--- config.mk ---
export PLATFORM = sky130hd
export DESIGN_NAME = i2s_multi_rx
export DESIGN_NICKNAME = d
export VERILOG_FILES = /design/src/rtl/i2s_multi_rx.sv
export SDC_FILE = /design/constraint.sdc
export NUM_CORES = 1
export LEC_CHECK = 0
export CORE_MARGIN = 2
export CORE_UTILIZATION = 45
export CTS_CLUSTER_DIAMETER = 120
export DETAILED_ROUTE_END_ITERATION = 10
export GPL_TIMING_DRIVEN = 1
export PLACE_DENSITY = 0.58
export SKIP_CTS_REPAIR_TIMING = 1
export SYNTH_ARGS = -nofsm -noshare
export SYNTH_HDL_FRONTEND = slang
export SYNTH_SLANG_ARGS = --single-unit
--- constraint.sdc ---
create_clock -name adc_clk -period 11.1 [get_ports adc_clk]
set_input_delay 3.33 -clock adc_clk [delete_from_list [all_inputs] [get_ports adc_clk]]
set_output_delay 3.33 -clock adc_clk [all_outputs]
set_load 0.01 [all_outputs]
--- src/rtl/i2s_multi_rx.sv ---
// Multi-lane I2S master receiver: bclk/wclk generation, per-lane capture, tagged FWFT output FIFO.
// Optional feature: define I2S_MULTI_RX_DROPCNT_EN to add the saturating drop_cnt[15:0] port.
module i2s_multi_rx #(
    parameter int unsigned LANES      = 4,
    parameter int unsigned SAMPLE_W   = 24,
    parameter int unsigned SLOT_W     = 32,
    parameter int unsigned BCLK_DIV   = 4,
    parameter int unsigned FIFO_DEPTH = 16,
    localparam int unsigned CH_W      = (LANES > 1) ? $clog2(2 * LANES) : 1
) (
    input  logic                adc_clk,
    input  logic                adc_clk_rst_n,
    input  logic                enable,
    input  logic [LANES-1:0]    din,
    output logic                i2s_bclk,
    output logic                i2s_wclk,
    output logic                m_valid,
    input  logic                m_ready,
    output logic [SAMPLE_W-1:0] m_data,
    output logic [CH_W-1:0]     m_chan,
    output logic                overflow,
    input  logic                ovf_clr
`ifdef I2S_MULTI_RX_DROPCNT_EN
    ,
    output logic [15:0]         drop_cnt
`endif
);

    localparam int unsigned DIV_W  = $clog2(BCLK_DIV);
    localparam int unsigned HALF   = BCLK_DIV / 2;
    localparam int unsigned BIT_W  = $clog2(SLOT_W);
    localparam int unsigned LIDX_W = (LANES > 1) ? $clog2(LANES) : 1;
    localparam int unsigned PTR_W  = $clog2(FIFO_DEPTH);
    localparam int unsigned CNT_W  = PTR_W + 1;
    localparam int unsigned WORD_W = CH_W + SAMPLE_W;

    typedef enum logic [1:0] {S_IDLE, S_RUN, S_STOP} state_e;

    state_e             state_q, state_d;
    logic [DIV_W-1:0]   div_q, div_d;
    logic [BIT_W-1:0]   bitcnt_q, bitcnt_d;
    logic               bclk_q, bclk_d;
    logic               wclk_q, wclk_d;

    logic               running, fall, rise, last_bit, slot_end_r;
    logic               cap, done_d, done_q;

    logic [SAMPLE_W-1:0] shift_q [LANES];
    logic [SAMPLE_W-1:0] hold_q  [LANES];
    logic                hold_r_q;
    logic                seq_act_q;
    logic [LIDX_W-1:0]   seq_idx_q;
    logic [CH_W-1:0]     push_chan;
    logic [WORD_W-1:0]   push_word;

    logic [WORD_W-1:0]   mem_q [FIFO_DEPTH];
    logic [PTR_W-1:0]    wr_q, wr_d, rd_q, rd_d;
    logic [CNT_W-1:0]    cnt_q, cnt_d;
    logic                pop, full, acc, drop;
    logic [WORD_W-1:0]   head;
    logic                valid_q, valid_d;
    logic [SAMPLE_W-1:0] data_q, data_d;
    logic [CH_W-1:0]     chan_q, chan_d;
    logic                ovf_q, ovf_d;

    assign running    = (state_q != S_IDLE);
    assign fall       = running && (div_q == DIV_W'(BCLK_DIV - 1));
    assign rise       = running && (div_q == DIV_W'(HALF));
    assign last_bit   = (bitcnt_q == BIT_W'(SLOT_W - 1));
    assign slot_end_r = fall && last_bit && wclk_q;

    always_ff @(posedge adc_clk or negedge adc_clk_rst_n) begin
        if (!adc_clk_rst_n) state_q <= S_IDLE;
        else                state_q <= state_d;
    end

    // A stop request is latched in S_STOP so the right slot always finishes.
    always_comb begin
        state_d = state_q;
        case (state_q)
            S_IDLE: if (enable) state_d = S_RUN;
            S_RUN:  if (!enable) state_d = slot_end_r ? S_IDLE : S_STOP;
            S_STOP: if (slot_end_r) state_d = S_IDLE;
            default: state_d = S_IDLE;
        endcase
    end

    always_comb begin
        div_d    = div_q;
        bitcnt_d = bitcnt_q;
        wclk_d   = wclk_q;
        if (state_d == S_IDLE) begin
            div_d    = '0;
            bitcnt_d = '0;
            wclk_d   = 1'b0;
        end else if (running) begin
            if (fall) begin
                div_d    = '0;
                bitcnt_d = last_bit ? '0 : bitcnt_q + 1'b1;
                if (last_bit) wclk_d = ~wclk_q;
            end else begin
                div_d = div_q + 1'b1;
            end
        end
        bclk_d = (state_d != S_IDLE) && (div_d >= DIV_W'(HALF));
    end

    always_ff @(posedge adc_clk or negedge adc_clk_rst_n) begin
        if (!adc_clk_rst_n) begin
            div_q    <= '0;
            bitcnt_q <= '0;
            bclk_q   <= 1'b0;
            wclk_q   <= 1'b0;
        end else begin
            div_q    <= div_d;
            bitcnt_q <= bitcnt_d;
            bclk_q   <= bclk_d;
            wclk_q   <= wclk_d;
        end
    end

    // One-bit I2S delay: slot bit 0 is skipped, data occupies bits 1..SAMPLE_W.
    assign cap    = rise && (bitcnt_q != '0) && (bitcnt_q <= BIT_W'(SAMPLE_W));
    assign done_d = rise && (bitcnt_q == BIT_W'(SAMPLE_W));

    always_ff @(posedge adc_clk or negedge adc_clk_rst_n) begin
        if (!adc_clk_rst_n) begin
            for (int unsigned k = 0; k < LANES; k++) shift_q[k] <= '0;
        end else if (cap) begin
            for (int unsigned k = 0; k < LANES; k++) shift_q[k] <= SAMPLE_W'({shift_q[k], din[k]});
        end
    end

    // The push sequencer runs independently of the generator state, so a pending
    // sequence still completes after the stop wrap.
    always_ff @(posedge adc_clk or negedge adc_clk_rst_n) begin
        if (!adc_clk_rst_n) begin
            done_q    <= 1'b0;
            hold_r_q  <= 1'b0;
            seq_act_q <= 1'b0;
            seq_idx_q <= '0;
            for (int unsigned k = 0; k < LANES; k++) hold_q[k] <= '0;
        end else begin
            done_q <= done_d;
            if (done_q) begin
                hold_q    <= shift_q;
                hold_r_q  <= wclk_q;
                seq_act_q <= 1'b1;
                seq_idx_q <= '0;
            end else if (seq_act_q) begin
                seq_idx_q <= seq_idx_q + 1'b1;
                if (seq_idx_q == LIDX_W'(LANES - 1)) seq_act_q <= 1'b0;
            end
        end
    end

    assign push_chan = CH_W'({seq_idx_q, 1'b0}) | CH_W'(hold_r_q);
    assign push_word = {push_chan, hold_q[seq_idx_q]};

    always_comb begin
        pop  = valid_q & m_ready;
        full = (cnt_q == CNT_W'(FIFO_DEPTH));
        acc  = seq_act_q & (~full | pop);
        drop = seq_act_q & full & ~pop;
        rd_d = pop ? rd_q + 1'b1 : rd_q;
        wr_d = acc ? wr_q + 1'b1 : wr_q;
        cnt_d = cnt_q;
        if (acc && !pop)      cnt_d = cnt_q + 1'b1;
        else if (!acc && pop) cnt_d = cnt_q - 1'b1;
        // The head bypasses storage when the word being written becomes the new head.
        head    = (acc && (wr_q == rd_d)) ? push_word : mem_q[rd_d];
        valid_d = (cnt_d != '0);
        chan_d  = chan_q;
        data_d  = data_q;
        if (valid_d) {chan_d, data_d} = head;
        ovf_d = ovf_q;
        if (drop)         ovf_d = 1'b1;
        else if (ovf_clr) ovf_d = 1'b0;
    end

    always_ff @(posedge adc_clk) begin
        if (acc) mem_q[wr_q] <= push_word;
    end

    always_ff @(posedge adc_clk or negedge adc_clk_rst_n) begin
        if (!adc_clk_rst_n) begin
            wr_q    <= '0;
            rd_q    <= '0;
            cnt_q   <= '0;
            valid_q <= 1'b0;
            data_q  <= '0;
            chan_q  <= '0;
            ovf_q   <= 1'b0;
        end else begin
            wr_q    <= wr_d;
            rd_q    <= rd_d;
            cnt_q   <= cnt_d;
            valid_q <= valid_d;
            data_q  <= data_d;
            chan_q  <= chan_d;
            ovf_q   <= ovf_d;
        end
    end

`ifdef I2S_MULTI_RX_DROPCNT_EN
    logic [15:0] dcnt_q, dcnt_d;

    always_comb begin
        dcnt_d = dcnt_q;
        if (drop)         dcnt_d = ovf_clr ? 16'd1 : ((dcnt_q == '1) ? dcnt_q : dcnt_q + 1'b1);
        else if (ovf_clr) dcnt_d = '0;
    end

    always_ff @(posedge adc_clk or negedge adc_clk_rst_n) begin
        if (!adc_clk_rst_n) dcnt_q <= '0;
        else                dcnt_q <= dcnt_d;
    end

    assign drop_cnt = dcnt_q;
`endif

    assign i2s_bclk = bclk_q;
    assign i2s_wclk = wclk_q;
    assign m_valid  = valid_q;
    assign m_data   = data_q;
    assign m_chan   = chan_q;
    assign overflow = ovf_q;

endmodule

==> qor.yml <==
clock_tree:
  cts_buffers: 72
  clk_latency_ns: 0.60
  cts_root_buf: "clkbuf_16"
  clk_pin_slew_ns: 0.06
  cts_tree: "yes"
  cts.sinks: 682
  h-tree-depth: 3
  clk_path_buf_depth: 3
pwr:
  pwr-share-seq_pct: 42.1
  clkPwrFrac_pct: 33.2
  combinationalPowerShare_pct: 24.7
  power.switching_mw: 2.14
  p_leak_nw: 12.2
  peakVddDrop_v: 0.000208
  intPower_mw: 4.72
  power.density_nw_per_um2: 223
  power.share.switching_pct: 31.2
  p_total_mw: 6.86
cells_and_area:
  regArea_sq_um: 19200
  syn_to_final_growth_pct: 12.4
  layout-drive-gt1-share_pct: 22.1
  antenna_cells: 0
  multiInputGateArea_sq_um: 7710
  fillers: 4963
  final_nets: 1768
placement:
  place.gp.congestion: 0.755
  pre_cts_ws_ns: 3.53
  dp.final_hpwl_microns: 32600
  portBuffers: 39
logic_synthesis:
  syn_inst: 1720
  syn_area_sq_um: 27400
  synth_flop_cell: "edfxtp_1"
  ys_types: 67
  ys_ff_latch: 682
  synth_edf_count: 432
  async_reset_ff_share_pct: 36.7
  synth_area_per_cell_sq_um: 15.9
  seq_area_frac_synth_pct: 70.2
  synth_warnings: 0
  synthTopCellsByArea: "edfxtp_1, dfrtp_1, mux2_2"
  synth.top_cell.area_share_pct: 47.3
  synth_nets: 1743
  synth_top_area_cell: "edfxtp_1"
critical_path:
  required_ns: 11.51
  path_max_fanout: 146
  cpPeakStageDelay_ns: 0.77
  cp_cell_sequence: "clkdlybuf4s50_1 > a21boi_1 > nor2_4 > buf_12 > clkinv_2 > buf_4 > nand2_1 > a221oi_1 > o41ai_1 > a31oi_2"
  crit_arrival_ns: 7.40
  rr_worst_depth: 9
  worstSetupStartpointType: "input pin"
  crit_slowest_cell: "clkinv_2"
  endpoint_kind: "register"
  path_class: "in -> reg"
global_route:
  first_global_vias: 15300
  grt_max_degree: 158
  grt_pass1_wl_microns: 94200
  antenna_found_initial: 0
  track_usage_pct: 19.7
  overflow: 0
sta:
  relSlewSlack_pct: 17.2
  whs_ns: 0.499
  setup_viol: 0
  rsz0062_at_grt: "false"
  slew_viol_final: 0
  finalHoldViolCount: 0
  period_share_pct: 63.0
  worst_slew_pin_slew_ns: 1.24
  worst_slack_ns: 4.11
  final.setup.tns_ns: 0
  fin_crit_ns: 6.99
  skew_ns: 0.0223
  fmax_mhz: 143
flow_run:
  cap_violations: 0
drt:
  ant_nets: 0
  first_pass_iters: 5
  drcViolationCount: 0
  routed_wl_microns: 61500
  drtIter0Drc: 1196
  viasPerCell: 5.86
  vias: 15100
  wl_per_cell_microns: 23.8
floorplanning:
  dieWidth_microns: 251
  core_sq_um: 60200
  dieArea_sq_um: 62900
  start_util_pct: 45.5
  die_y_microns: 251
  row_count: 90
  ios: 40
worst_hold_path:
  hold_class: "reg -> reg"
  holdPathStages: 1
outcome:
  outcome: "completed"
-- critical path, delay by kind of cell --
family / cells / cell delay [ns]
buffers and inverters: 4 / 2.68
and+or+nand+nor: 2 / 0.33
AOI/OAI and AO/OA: 4 / 0.87
-- cells in the mapped netlist, drive strengths merged, types with 2 or more instances --
library cell  number
o21ai              9
a311oi             2
mux2             194
a21boi             2
nor3              35
a211oi             3
edfxtp           432
and3               4
and2               2
and3b              2
o31ai              3
clkbuf            56
xor2               3
ha                14
nand3             10
nand2b             3
xor3               2
nand2            152
mux4              24
inv               17
buf               56
xnor2              7
a31oi             27
dfrtp            250
or2                3
nor2              24
a221oi           108
nand4              4
a21oi            115
o41ai             27
mux2i            109
-- final timing paths --
kind,to,start,slack (ns)
hold reg to reg,hold_q[71]$_DFFE_PN0P_,shift_q[71]$_DFFE_PN0P_,0.50
setup / recovery,m_data[16]$_DFFE_PN0P_,m_ready,4.11
max in group asynchronous,seq_idx_q[1]$_DFFE_PN0P_,adc_clk_rst_n,6.39
min in group asynchronous,shift_q[16]$_DFFE_PN0P_,adc_clk_rst_n,2.75
setup reg to reg,m_data[16]$_DFFE_PN0P_,m_valid$_DFF_PN0_,6.93
hold / removal,hold_q[71]$_DFFE_PN0P_,shift_q[71]$_DFFE_PN0P_,0.50
-- placed cells by master, fill, tap and decap left out, types with 4 or more instances in the layout --
| cell | netlist | layout |
|---|---|---|
| nand2_1 | 151 | 151 |
| clkinv_2 | 0 | 15 |
| nor3_1 | 34 | 30 |
| o41ai_1 | 27 | 27 |
| inv_6 | 0 | 4 |
| a21oi_1 | 115 | 115 |
| edfxtp_1 | 432 | 432 |
| nor2_1 | 22 | 10 |
| clkinv_1 | 0 | 17 |
| clkbuf_16 | 0 | 73 |
| mux4_2 | 24 | 24 |
| buf_4 | 9 | 24 |
| nand4_1 | 4 | 4 |
| nor3_2 | 1 | 5 |
| clkdlybuf4s50_1 | 0 | 38 |
| and3_1 | 4 | 4 |
| a221oi_1 | 108 | 108 |
| inv_1 | 15 | 15 |
| mux2i_1 | 109 | 109 |
| a31oi_2 | 19 | 19 |
| o21ai_0 | 5 | 5 |
| bufinv_16 | 0 | 4 |
| dfrtp_1 | 250 | 247 |
| nor2_4 | 1 | 13 |
| clkbuf_1 | 56 | 16 |
| a31oi_1 | 8 | 8 |
| nand3_1 | 9 | 9 |
| mux2_2 | 194 | 194 |
| xnor2_1 | 7 | 7 |
| ha_1 | 14 | 14 |
-- per-layer routing --
metal | global-route usage (%) | share of wire, %
met5 | 0 | 0
met3 | 2.90 | 5.0
met4 | 5.61 | 1.9
met1 | 28.5 | 46
met2 | 31.3 | 47
-- power by group through the flow --
stage,Sequential (mW),Combinational (mW),Clock (mW)
after global routing,2.90,1.83,2.43
after global placement,2.93,1.67,0
after CTS,2.89,1.70,2.33
final,2.88,1.69,2.28
after floorplan,2.91,1.20,0
after detailed placement,2.94,1.69,0
-- final cells by class --
type                       instances  area share (%)
timing repair buffer              64            1.93
multi-input combinational        908            25.0
clock buffer                      92            6.26
inverter                          17           0.211
clock inverter                    39           0.938
tap                              782            3.18
sequential                       682            62.4
-- through the flow --
step | area [sq um] | std cells | utilization (%)
after floorplan | 27400 | 1720 | -
after global placement | 28600 | 2453 | 47.4
after detailed placement | 28600 | 2453 | 47.4
after CTS | 30800 | 2584 | 51.1
after global routing | 30800 | 2584 | 51.1
final | 30800 | 2584 | 51.1
-- sequential cells by signal, indices dropped and copies added, names as in the netlist, 2 cells and up --
name / flops
shift_q: 96
m_data: 24
wr_q: 4
bitcnt_q: 5
div_q: 2
rd_q: 4
mem_q: 432
hold_q: 96
seq_idx_q: 2
m_chan: 3
state_q: 2
cnt_q: 5
-- logic make-up (layout without fill, tap and decap cells) --
| group | after synthesis | after routing | synth area share [%] |
|---|---|---|---|
| DFF | 682 | 682 | 70.2 |
| muxes | 327 | 327 | 13.9 |
| AOI/OAI and AO/OA | 308 | 308 | 8.43 |
| and+or+nand+nor | 247 | 247 | 4.09 |
| buffers and inverters | 130 | 212 | 2.26 |
| adders and majority gates | 14 | 14 | 0.639 |
| xor gates and xnor gates | 12 | 12 | 0.493 |
Note: power is estimated with default switching activity, not from simulation.
